## src/rtl/wb_master_pkg.sv

```systemverilog
// Shared types, default widths and width helpers for the Wishbone classic master.
package wb_master_pkg;

   localparam int unsigned DEF_AW = 32;
   localparam int unsigned DEF_DW = 32;

   typedef enum logic [1:0] {
      IDLE = 2'd0,
      BUS  = 2'd1,
      RESP = 2'd2
   } state_e;

   function automatic int unsigned sel_width(input int unsigned dw);
      return dw / 8;
   endfunction

endpackage

```

## src/rtl/wb_classic_master_if.sv

```systemverilog
// Request/response port plus Wishbone classic bus signals of the single-cycle master.
interface wb_classic_master_if
   import wb_master_pkg::*;
#(
   parameter int unsigned AW   = DEF_AW,
   parameter int unsigned DW   = DEF_DW,
   parameter int unsigned SELW = sel_width(DW)
);

   logic            req_valid_i;
   logic            req_ready_o;
   logic            req_we_i;
   logic [AW-1:0]   req_adr_i;
   logic [DW-1:0]   req_dat_i;
   logic [SELW-1:0] req_sel_i;

   logic            rsp_valid_o;
   logic [DW-1:0]   rsp_dat_o;
   logic            rsp_err_o;

   logic            wb_cyc_o;
   logic            wb_stb_o;
   logic            wb_we_o;
   logic [AW-1:0]   wb_adr_o;
   logic [DW-1:0]   wb_dat_o;
   logic [SELW-1:0] wb_sel_o;
   logic            wb_ack_i;
   logic [DW-1:0]   wb_dat_i;

   modport master (
      input  req_valid_i, req_we_i, req_adr_i, req_dat_i, req_sel_i, wb_ack_i, wb_dat_i,
      output req_ready_o, rsp_valid_o, rsp_dat_o, rsp_err_o,
      output wb_cyc_o, wb_stb_o, wb_we_o, wb_adr_o, wb_dat_o, wb_sel_o
   );

   modport slave (
      output req_valid_i, req_we_i, req_adr_i, req_dat_i, req_sel_i, wb_ack_i, wb_dat_i,
      input  req_ready_o, rsp_valid_o, rsp_dat_o, rsp_err_o,
      input  wb_cyc_o, wb_stb_o, wb_we_o, wb_adr_o, wb_dat_o, wb_sel_o
   );

endinterface

```

## src/rtl/wb_timeout_counter.sv

```systemverilog
// Ack-wait counter: flags the cycle in which the wait would reach LIMIT cycles.
module wb_timeout_counter #(
   parameter int unsigned LIMIT = 255
) (
   input  logic clk,
   input  logic rst_n,
   input  logic clr_i,
   input  logic en_i,
   output logic expired_c
);

   localparam int unsigned CW = $clog2(LIMIT + 1);

   logic [CW-1:0] cnt_q, cnt_d;

   always_comb begin
      cnt_d = cnt_q;
      if (clr_i) begin
         cnt_d = '0;
      end else if (en_i) begin
         cnt_d = cnt_q + CW'(1);
      end
   end

   always_ff @(posedge clk or negedge rst_n) begin
      if (!rst_n) begin
         cnt_q <= '0;
      end else begin
         cnt_q <= cnt_d;
      end
   end

   // Expires on the edge that would complete the LIMIT-th waiting cycle.
   assign expired_c = en_i && (cnt_q == CW'(LIMIT - 1));

endmodule

```

## src/rtl/wb_classic_master.sv

```systemverilog
// Wishbone B4 classic master: one SINGLE READ/WRITE bus cycle per request.
// Optional ack timeout enabled by defining WB_MASTER_TIMEOUT_EN.
module wb_classic_master
   import wb_master_pkg::*;
#(
   parameter int unsigned AW             = DEF_AW,
   parameter int unsigned DW             = DEF_DW,
   parameter int unsigned SELW           = sel_width(DW),
   parameter int unsigned TIMEOUT_CYCLES = 255
) (
   input  logic                wb_clk_i,
   input  logic                wb_rst_n_i,
   wb_classic_master_if.master bus
);

   state_e          state_q, state_d;
   logic            ready_q, ready_d;
   logic            cyc_q, cyc_d;
   logic            stb_q, stb_d;
   logic            we_q, we_d;
   logic [AW-1:0]   adr_q, adr_d;
   logic [DW-1:0]   dat_q, dat_d;
   logic [SELW-1:0] sel_q, sel_d;
   logic            rsp_valid_q, rsp_valid_d;
   logic [DW-1:0]   rsp_dat_q, rsp_dat_d;
   logic            rsp_err_q, rsp_err_d;
   logic            accept_c;
   logic            timeout_c;

   assign accept_c = (state_q == IDLE) && bus.req_valid_i;

`ifdef WB_MASTER_TIMEOUT_EN
   logic wait_en_c;

   assign wait_en_c = (state_q == BUS) && !bus.wb_ack_i;

   wb_timeout_counter #(
      .LIMIT(TIMEOUT_CYCLES)
   ) u_timeout (
      .clk      (wb_clk_i),
      .rst_n    (wb_rst_n_i),
      .clr_i    (accept_c),
      .en_i     (wait_en_c),
      .expired_c(timeout_c)
   );
`else
   // Without the timeout the limit has no effect and BUS waits for ack forever.
   assign timeout_c = 1'b0 & (TIMEOUT_CYCLES == 0);
`endif

   always_ff @(posedge wb_clk_i or negedge wb_rst_n_i) begin
      if (!wb_rst_n_i) begin
         state_q <= IDLE;
      end else begin
         state_q <= state_d;
      end
   end

   always_comb begin
      state_d = state_q;
      case (state_q)
         IDLE:    if (bus.req_valid_i) state_d = BUS;
         BUS:     if (bus.wb_ack_i || timeout_c) state_d = RESP;
         RESP:    state_d = IDLE;
         default: state_d = IDLE;
      endcase
   end

   // Ack wins over a same-cycle timeout; errors and writes return zero data.
   always_comb begin
      ready_d     = ready_q;
      cyc_d       = cyc_q;
      stb_d       = stb_q;
      we_d        = we_q;
      adr_d       = adr_q;
      dat_d       = dat_q;
      sel_d       = sel_q;
      rsp_valid_d = 1'b0;
      rsp_dat_d   = rsp_dat_q;
      rsp_err_d   = rsp_err_q;
      case (state_q)
         IDLE: begin
            ready_d = 1'b1;
            if (accept_c) begin
               ready_d = 1'b0;
               cyc_d   = 1'b1;
               stb_d   = 1'b1;
               we_d    = bus.req_we_i;
               adr_d   = bus.req_adr_i;
               dat_d   = bus.req_we_i ? bus.req_dat_i : '0;
               sel_d   = bus.req_sel_i;
            end
         end
         BUS: begin
            ready_d = 1'b0;
            if (bus.wb_ack_i || timeout_c) begin
               cyc_d       = 1'b0;
               stb_d       = 1'b0;
               we_d        = 1'b0;
               rsp_valid_d = 1'b1;
               rsp_err_d   = !bus.wb_ack_i;
               rsp_dat_d   = (bus.wb_ack_i && !we_q) ? bus.wb_dat_i : '0;
            end
         end
         RESP: begin
            ready_d = 1'b1;
         end
         default: begin
            ready_d = 1'b1;
            cyc_d   = 1'b0;
            stb_d   = 1'b0;
            we_d    = 1'b0;
         end
      endcase
   end

   always_ff @(posedge wb_clk_i or negedge wb_rst_n_i) begin
      if (!wb_rst_n_i) begin
         ready_q     <= 1'b1;
         cyc_q       <= 1'b0;
         stb_q       <= 1'b0;
         we_q        <= 1'b0;
         adr_q       <= '0;
         dat_q       <= '0;
         sel_q       <= '0;
         rsp_valid_q <= 1'b0;
         rsp_dat_q   <= '0;
         rsp_err_q   <= 1'b0;
      end else begin
         ready_q     <= ready_d;
         cyc_q       <= cyc_d;
         stb_q       <= stb_d;
         we_q        <= we_d;
         adr_q       <= adr_d;
         dat_q       <= dat_d;
         sel_q       <= sel_d;
         rsp_valid_q <= rsp_valid_d;
         rsp_dat_q   <= rsp_dat_d;
         rsp_err_q   <= rsp_err_d;
      end
   end

   assign bus.req_ready_o = ready_q;
   assign bus.wb_cyc_o    = cyc_q;
   assign bus.wb_stb_o    = stb_q;
   assign bus.wb_we_o     = we_q;
   assign bus.wb_adr_o    = adr_q;
   assign bus.wb_dat_o    = dat_q;
   assign bus.wb_sel_o    = sel_q;
   assign bus.rsp_valid_o = rsp_valid_q;
   assign bus.rsp_dat_o   = rsp_dat_q;
   assign bus.rsp_err_o   = rsp_err_q;

endmodule

```

## src/flat_wrapper.sv

```systemverilog
// flat-port wrapper written by rule: the top's interface ports become plain ports
module wb_classic_master_flat import wb_master_pkg::*;
#(
   parameter int unsigned AW             = DEF_AW,
   parameter int unsigned DW             = DEF_DW,
   parameter int unsigned SELW           = sel_width(DW),
   parameter int unsigned TIMEOUT_CYCLES = 255
)
  (wb_clk_i, wb_rst_n_i, bus_req_valid_i, bus_req_we_i, bus_req_adr_i, bus_req_dat_i, bus_req_sel_i, bus_wb_ack_i, bus_wb_dat_i, bus_req_ready_o, bus_rsp_valid_o, bus_rsp_dat_o, bus_rsp_err_o, bus_wb_cyc_o, bus_wb_stb_o, bus_wb_we_o, bus_wb_adr_o, bus_wb_dat_o, bus_wb_sel_o);
  wb_classic_master_if #(.AW(AW), .DW(DW), .SELW(SELW)) bus_i ();
  input  logic wb_clk_i;
  input  logic wb_rst_n_i;
  input wire logic [$bits(bus_i.req_valid_i)-1:0] bus_req_valid_i;
  input wire logic [$bits(bus_i.req_we_i)-1:0] bus_req_we_i;
  input wire logic [$bits(bus_i.req_adr_i)-1:0] bus_req_adr_i;
  input wire logic [$bits(bus_i.req_dat_i)-1:0] bus_req_dat_i;
  input wire logic [$bits(bus_i.req_sel_i)-1:0] bus_req_sel_i;
  input wire logic [$bits(bus_i.wb_ack_i)-1:0] bus_wb_ack_i;
  input wire logic [$bits(bus_i.wb_dat_i)-1:0] bus_wb_dat_i;
  output wire logic [$bits(bus_i.req_ready_o)-1:0] bus_req_ready_o;
  output wire logic [$bits(bus_i.rsp_valid_o)-1:0] bus_rsp_valid_o;
  output wire logic [$bits(bus_i.rsp_dat_o)-1:0] bus_rsp_dat_o;
  output wire logic [$bits(bus_i.rsp_err_o)-1:0] bus_rsp_err_o;
  output wire logic [$bits(bus_i.wb_cyc_o)-1:0] bus_wb_cyc_o;
  output wire logic [$bits(bus_i.wb_stb_o)-1:0] bus_wb_stb_o;
  output wire logic [$bits(bus_i.wb_we_o)-1:0] bus_wb_we_o;
  output wire logic [$bits(bus_i.wb_adr_o)-1:0] bus_wb_adr_o;
  output wire logic [$bits(bus_i.wb_dat_o)-1:0] bus_wb_dat_o;
  output wire logic [$bits(bus_i.wb_sel_o)-1:0] bus_wb_sel_o;
  assign bus_i.req_valid_i = bus_req_valid_i;
  assign bus_i.req_we_i = bus_req_we_i;
  assign bus_i.req_adr_i = bus_req_adr_i;
  assign bus_i.req_dat_i = bus_req_dat_i;
  assign bus_i.req_sel_i = bus_req_sel_i;
  assign bus_i.wb_ack_i = bus_wb_ack_i;
  assign bus_i.wb_dat_i = bus_wb_dat_i;
  assign bus_req_ready_o = bus_i.req_ready_o;
  assign bus_rsp_valid_o = bus_i.rsp_valid_o;
  assign bus_rsp_dat_o = bus_i.rsp_dat_o;
  assign bus_rsp_err_o = bus_i.rsp_err_o;
  assign bus_wb_cyc_o = bus_i.wb_cyc_o;
  assign bus_wb_stb_o = bus_i.wb_stb_o;
  assign bus_wb_we_o = bus_i.wb_we_o;
  assign bus_wb_adr_o = bus_i.wb_adr_o;
  assign bus_wb_dat_o = bus_i.wb_dat_o;
  assign bus_wb_sel_o = bus_i.wb_sel_o;
  wb_classic_master #(.AW(AW), .DW(DW), .SELW(SELW), .TIMEOUT_CYCLES(TIMEOUT_CYCLES)) u_core (.wb_clk_i(wb_clk_i), .wb_rst_n_i(wb_rst_n_i), .bus(bus_i));
endmodule
```

## config.mk

```make
export PLATFORM = sky130hd
export DESIGN_NAME = wb_classic_master_flat
export DESIGN_NICKNAME = d
export VERILOG_FILES = /design/src/rtl/wb_master_pkg.sv /design/src/rtl/wb_classic_master_if.sv /design/src/rtl/wb_timeout_counter.sv /design/src/rtl/wb_classic_master.sv /design/src/flat_wrapper.sv
export SDC_FILE = /design/constraint.sdc
export NUM_CORES = 1
export LEC_CHECK = 0
export ABC_CLOCK_PERIOD_IN_PS = 3900
export CAP_MARGIN = 20
export CORE_UTILIZATION = 43
export DETAILED_ROUTE_END_ITERATION = 7
export PLACE_DENSITY = 0.85
export SYNTH_ARGS = -nofsm -noshare
export SYNTH_HDL_FRONTEND = slang
export SYNTH_SLANG_ARGS = --single-unit
```

## constraint.sdc

```tcl
create_clock -name wb_clk_i -period 3.9 [get_ports wb_clk_i]
set_input_delay 0.585 -clock wb_clk_i [delete_from_list [all_inputs] [get_ports wb_clk_i]]
set_output_delay 0.585 -clock wb_clk_i [all_outputs]
set_load 0.03 [all_outputs]
```

* After elaboration in Yosys (flattened, before gate mapping)
Index checks and enable logic that the tools add are counted.
** Cells by class
- Eq/ne operators :: 5
- Reductions and logical operators :: 9
- Muxes and demuxes :: 14
- Bitwise operators :: 1
** Operators by type and width (count)
- 32-bit two-way mux :: 2
- 1-bit two-way mux :: 6
- 1-bit case mux with 3 select lines :: 2
- 2-bit AND reduction :: 3
- 2-bit two-way mux :: 2
- 2-bit != test (second input constant) :: 2
- 2-bit case mux with 2 select lines :: 1
- 3-bit AND reduction :: 1
- 2-bit by 1-bit == test with 1-bit output (second input constant) :: 1
- 2-bit == test (second input constant) :: 1
- 1-bit logical AND :: 2
- 1-bit logical NOT :: 2
- 2-bit logical NOT :: 1
- 2-bit by 1-bit != test with 1-bit output (second input constant) :: 1
- 1-bit case mux with 2 select lines :: 1
- 1-bit NOT :: 1
** Storage, ports and cells
- Input port bits :: 105
- Register bits :: 107
- Output and inout bits :: 106

* Logic depth before layout (Yosys ltp)
- Depth in word-level cells :: 4
- Mapped depth :: 5

* Worst setup path before layout
OpenSTA, ideal clock, no wires.
- Path type :: input port to flip-flop
- From :: in bus_req_valid_i
- To :: reg u_core.adr_q[0], in the netlist u_core.bus.wb_adr_o[0]
- Setup time :: 0.125 ns
- Data required time :: 3.775 ns
- Cell stages on the path :: 4
- Setup slack :: 2.270 ns
- Data arrival time :: 1.505 ns
- Cells stage by stage :: or3b_1 buf_6 buf_6 mux2_4
** On the way
- Longest elaborated chain between the ends :: 2
** Ends and longest elaborated chain
- start: declaration :: RTL line flat_wrapper.sv:13 : input wire logic [$bits(bus_i.req_valid_i)-1:0] bus_req_valid_i;
- 1-bit logical AND :: RTL line wb_classic_master.sv:30 : assign accept_c = (state_q == IDLE) && bus.req_valid_i;
- 2-bit AND reduction (no source line)
- end signal: assignment :: RTL line wb_classic_master.sv:134 : adr_q <= adr_d;
- end: declaration :: RTL line wb_classic_master.sv:21 : logic [AW-1:0] adr_q, adr_d;
No other way between the ends.
A chain may end at the register's enable or synchronous reset.

* Worst setup path after layout
- From :: in bus_wb_ack_i
- To :: reg u_core.rsp_dat_q[1], in the netlist u_core.bus.rsp_dat_o[1]
** On the way
- Longest elaborated chain between the ends :: 2
- Elaborated cells on any way between the ends :: 3
- Classes of those cells :: mux: 1; reduce/logical: 2
** Ends and longest elaborated chain
- start: declaration :: RTL line flat_wrapper.sv:18 : input wire logic [$bits(bus_i.wb_ack_i)-1:0] bus_wb_ack_i;
- 1-bit logical AND :: RTL line wb_classic_master.sv:102 : rsp_dat_d = (bus.wb_ack_i && !we_q) ? bus.wb_dat_i : '0;
- 32-bit two-way mux :: RTL line wb_classic_master.sv:102
- end signal: assignment :: RTL line wb_classic_master.sv:138 : rsp_dat_q <= rsp_dat_d;
- end: declaration :: RTL line wb_classic_master.sv:25 : logic [DW-1:0] rsp_dat_q, rsp_dat_d;
Parallel ways exist; a longest one is shown, timed or not.

==> results.toml <==
[synth]
syn_area_mm2 = 0.00427
syn_area_per_cell_um2 = 11.3
synth_largest_area_cell = "dfrtp_1"
ys_top_cells_by_count = "nand2_1 (129), dfrtp_1 (106), o21ai_0 (66), mux2_4 (36), clkbuf_1 (17)"
synth.area.top_cells = "dfrtp_1 (62%), mux2_4 (13%), nand2_1 (11%)"
synth_top_family_by_area = "multiplexers"
ys_seq_elements = 107
synth_simple_gate_area_share_pct = 12.5
syn-num-nets = 484
post_synth_num_cell_types = 20
synth-compound-area-share_pct = 8.39
async_reset_ff_share_pct = 100
synth.most_common_cell = "nand2_1"
synthMuxAreaShare_pct = 12.7
synth-xor-area-share_pct = 0
yosysTopAreaCellShare_pct = 62.2
synth_cells = 379
synth_flop_cell = "dfrtp_1"
yosys_warnings = 0
synth_edf_count = 0
synth_adder_area_share_pct = 0
ys_seq_area_share_pct = 62.8

[power]
irDropWorstVdd_uv = 389
p_sw_mw = 2.03
switching_share_pct = 40.6
p_int_mw = 2.98
power.share.clock_pct = 13.5
power_frac_seq_pct = 35.6
leakage_nw = 3.03
pwr-share-comb_pct = 50.9
power_density_mw_per_mm2 = 752

[route]
wl_per_cell_um = 15.0
dr_wl_met2_um = 5420
met3_length_um = 842
via_count = 3372
viasPerCell = 4.72
drt_first_iter_violations = 116
wl_met1_um = 4420
drt-pass1-iter-count = 5
ant_nets = 0
drc_errors = 0
routed_wl_um = 10700
top_layer_used = "met4"

[global_route]
grt_max_degree = 88
antenna_found_initial = 0
grt_pass1_wl_um = 16600
track_usage_pct = 21.0
overflow = 0
grt_pass1_vias = 3347

[clock_tree]
cts.path.max_buffers = 2
clock-sinks = 107
cts_tree = "yes"
clkLatencyLatePin_ns = 0.36
clkSlewWorstSetupHoldPaths_ns = 0.11
post-cts-setup-buffer-count = 0
cts-buffers-inserted = 9
cts-hold-fix-buffers = 0
cts-root-buf = "clkbuf_8"
htreeDepth = 3
cts_resized = 0

[final_layout]
drive_gt1_share_pct = 10.6
synthToLayoutAreaGrowth_pct = 56.3
insertedDiodeCount = 0
fin_cells = 714
final_nets = 685

[job]
drv_cap = 0

[place]
dp.final_hpwl_um = 7820
globalplace.congestion = 0.753
io_buffers = 210
placed_cells = 696

[die]
die_h_um = 102
dieArea_mm2 = 0.0103
die_x_um = 102
io_pins = 211
start_util_pct = 45.3
coreArea_mm2 = 0.00942
rows = 35

[worst_setup_path]
slowest_stage = "nand3b_1"
crit_fanout = 37
max_stage_delay_ns = 0.69
reg2regPathDepth = 4
critPathTopFamily = "buffers and inverters"
crit_path_end_kind = "flip-flop"
path_cells = "clkdlybuf4s50_1 -> nand3b_1 -> buf_4 -> nand2_1 -> o21ai_0"
arrival_ns = 2.51
crit_path_start_kind = "input port"
crit_required_ns = 4.13
crit_cells = 5
worstSetupPathType = "input port to flip-flop"
worstPathBufferInverterCount = 2

[timing]
tightest_slew_ns = 1.00
hold_viol = 0
maxSlewViolCount = 0
max_slew_margin_pct = 33.1
max_freq_ghz = 0.439
timing.final.crit_share_pct = 58.5
final-setup-viol-count = 0
rsz0062_at_grt = "false"
setup_tns_ns = 0
period_minus_slack_ns = 2.28
clock_skew_ns = 0.0157

[min_path]
hp-class = "input port to asynchronous set/reset pin"

[status]
status = "finished clean"
[final timing paths]
kind	from	endpoint	slack (ns)
max reg2reg	u_core.state_q[1]	u_core.bus.rsp_dat_o[1]	1.80
max in group asynchronous	wb_rst_n_i	u_core.bus.rsp_dat_o[5]	2.89
min in group wb_clk_i	u_core.bus.rsp_dat_o[15]	u_core.bus.rsp_dat_o[15]	0.49
min	wb_rst_n_i	u_core.bus.wb_adr_o[20]	0.06
min reg2reg	u_core.bus.rsp_dat_o[15]	u_core.bus.rsp_dat_o[15]	0.49
max	bus_wb_ack_i	u_core.bus.rsp_dat_o[1]	1.62
[power by group through the flow]
stage	logic (mW)	registers [mW]	clock network, mW
floorplan	0.592	2.63	0
global placement	2.51	1.78	0
detailed placement	2.56	1.80	0
CTS	2.56	1.78	0.703
global route	2.70	1.83	0.746
finish	2.55	1.78	0.675
[cell usage in the layout, fill, tap and decap left out, types with 2 or more instances in the layout]
master           count
clkdlybuf4s50_1    209
o21ai_0             66
nand2b_1             2
mux2_4              36
clkbuf_8             9
inv_6                2
dfrtp_1            106
nand2_1            129
buf_16               2
clkinv_2             2
a21oi_1              2
inv_1                3
buf_4                5
[per-layer routing]
| metal | vias to the layer above | GRT usage (%) |
|---|---|---|
| li1 | 1635 | - |
| met1 | 1600 | 25.3 |
| met2 | 133 | 36.8 |
| met3 | 4 | 6.35 |
| met4 | 0 | 5.02 |
| met5 | - | 0 |
[cells by family after synthesis]
| kind of cell | after synthesis |
|---|---|
| AOI/OAI and AO/OA | 70 |
| DFF | 107 |
| and+or+nand+nor | 136 |
| muxes | 36 |
| buffers and inverters | 30 |
[state kept, by name (all words and copies together) (netlist names), 2 cells and up]
signal,count
u_core.bus.rsp_dat_o,32
u_core.bus.wb_adr_o,32
u_core.bus.wb_dat_o,32
u_core.bus.wb_sel_o,4
u_core.state_q,2
[through the flow]
step,utilization (%),total power [mW],area (µm²),worst slack (ns),hold WS (ns)
after floorplan,-,3.22,4270,2.27,0.289
after global placement,68.2,4.29,6420,1.22,0.461
after detailed placement,68.2,4.36,6420,1.13,0.469
after CTS,70.3,5.05,6620,1.52,0.448
after global routing,70.8,5.28,6670,1.43,0.0346
final,70.8,5.01,6670,1.62,0.0577
[final cells by class]
type / instances / area [µm²]
fillers: 675 / 2750
flip-flops and latches: 107 / 2680
repair buffers: 216 / 2180
multi-input cells: 242 / 1430
well taps: 129 / 161
clock buffers: 9 / 124
clock inverters: 7 / 73.8
inverters: 4 / 15.0
(Power assumes the default switching activity.)
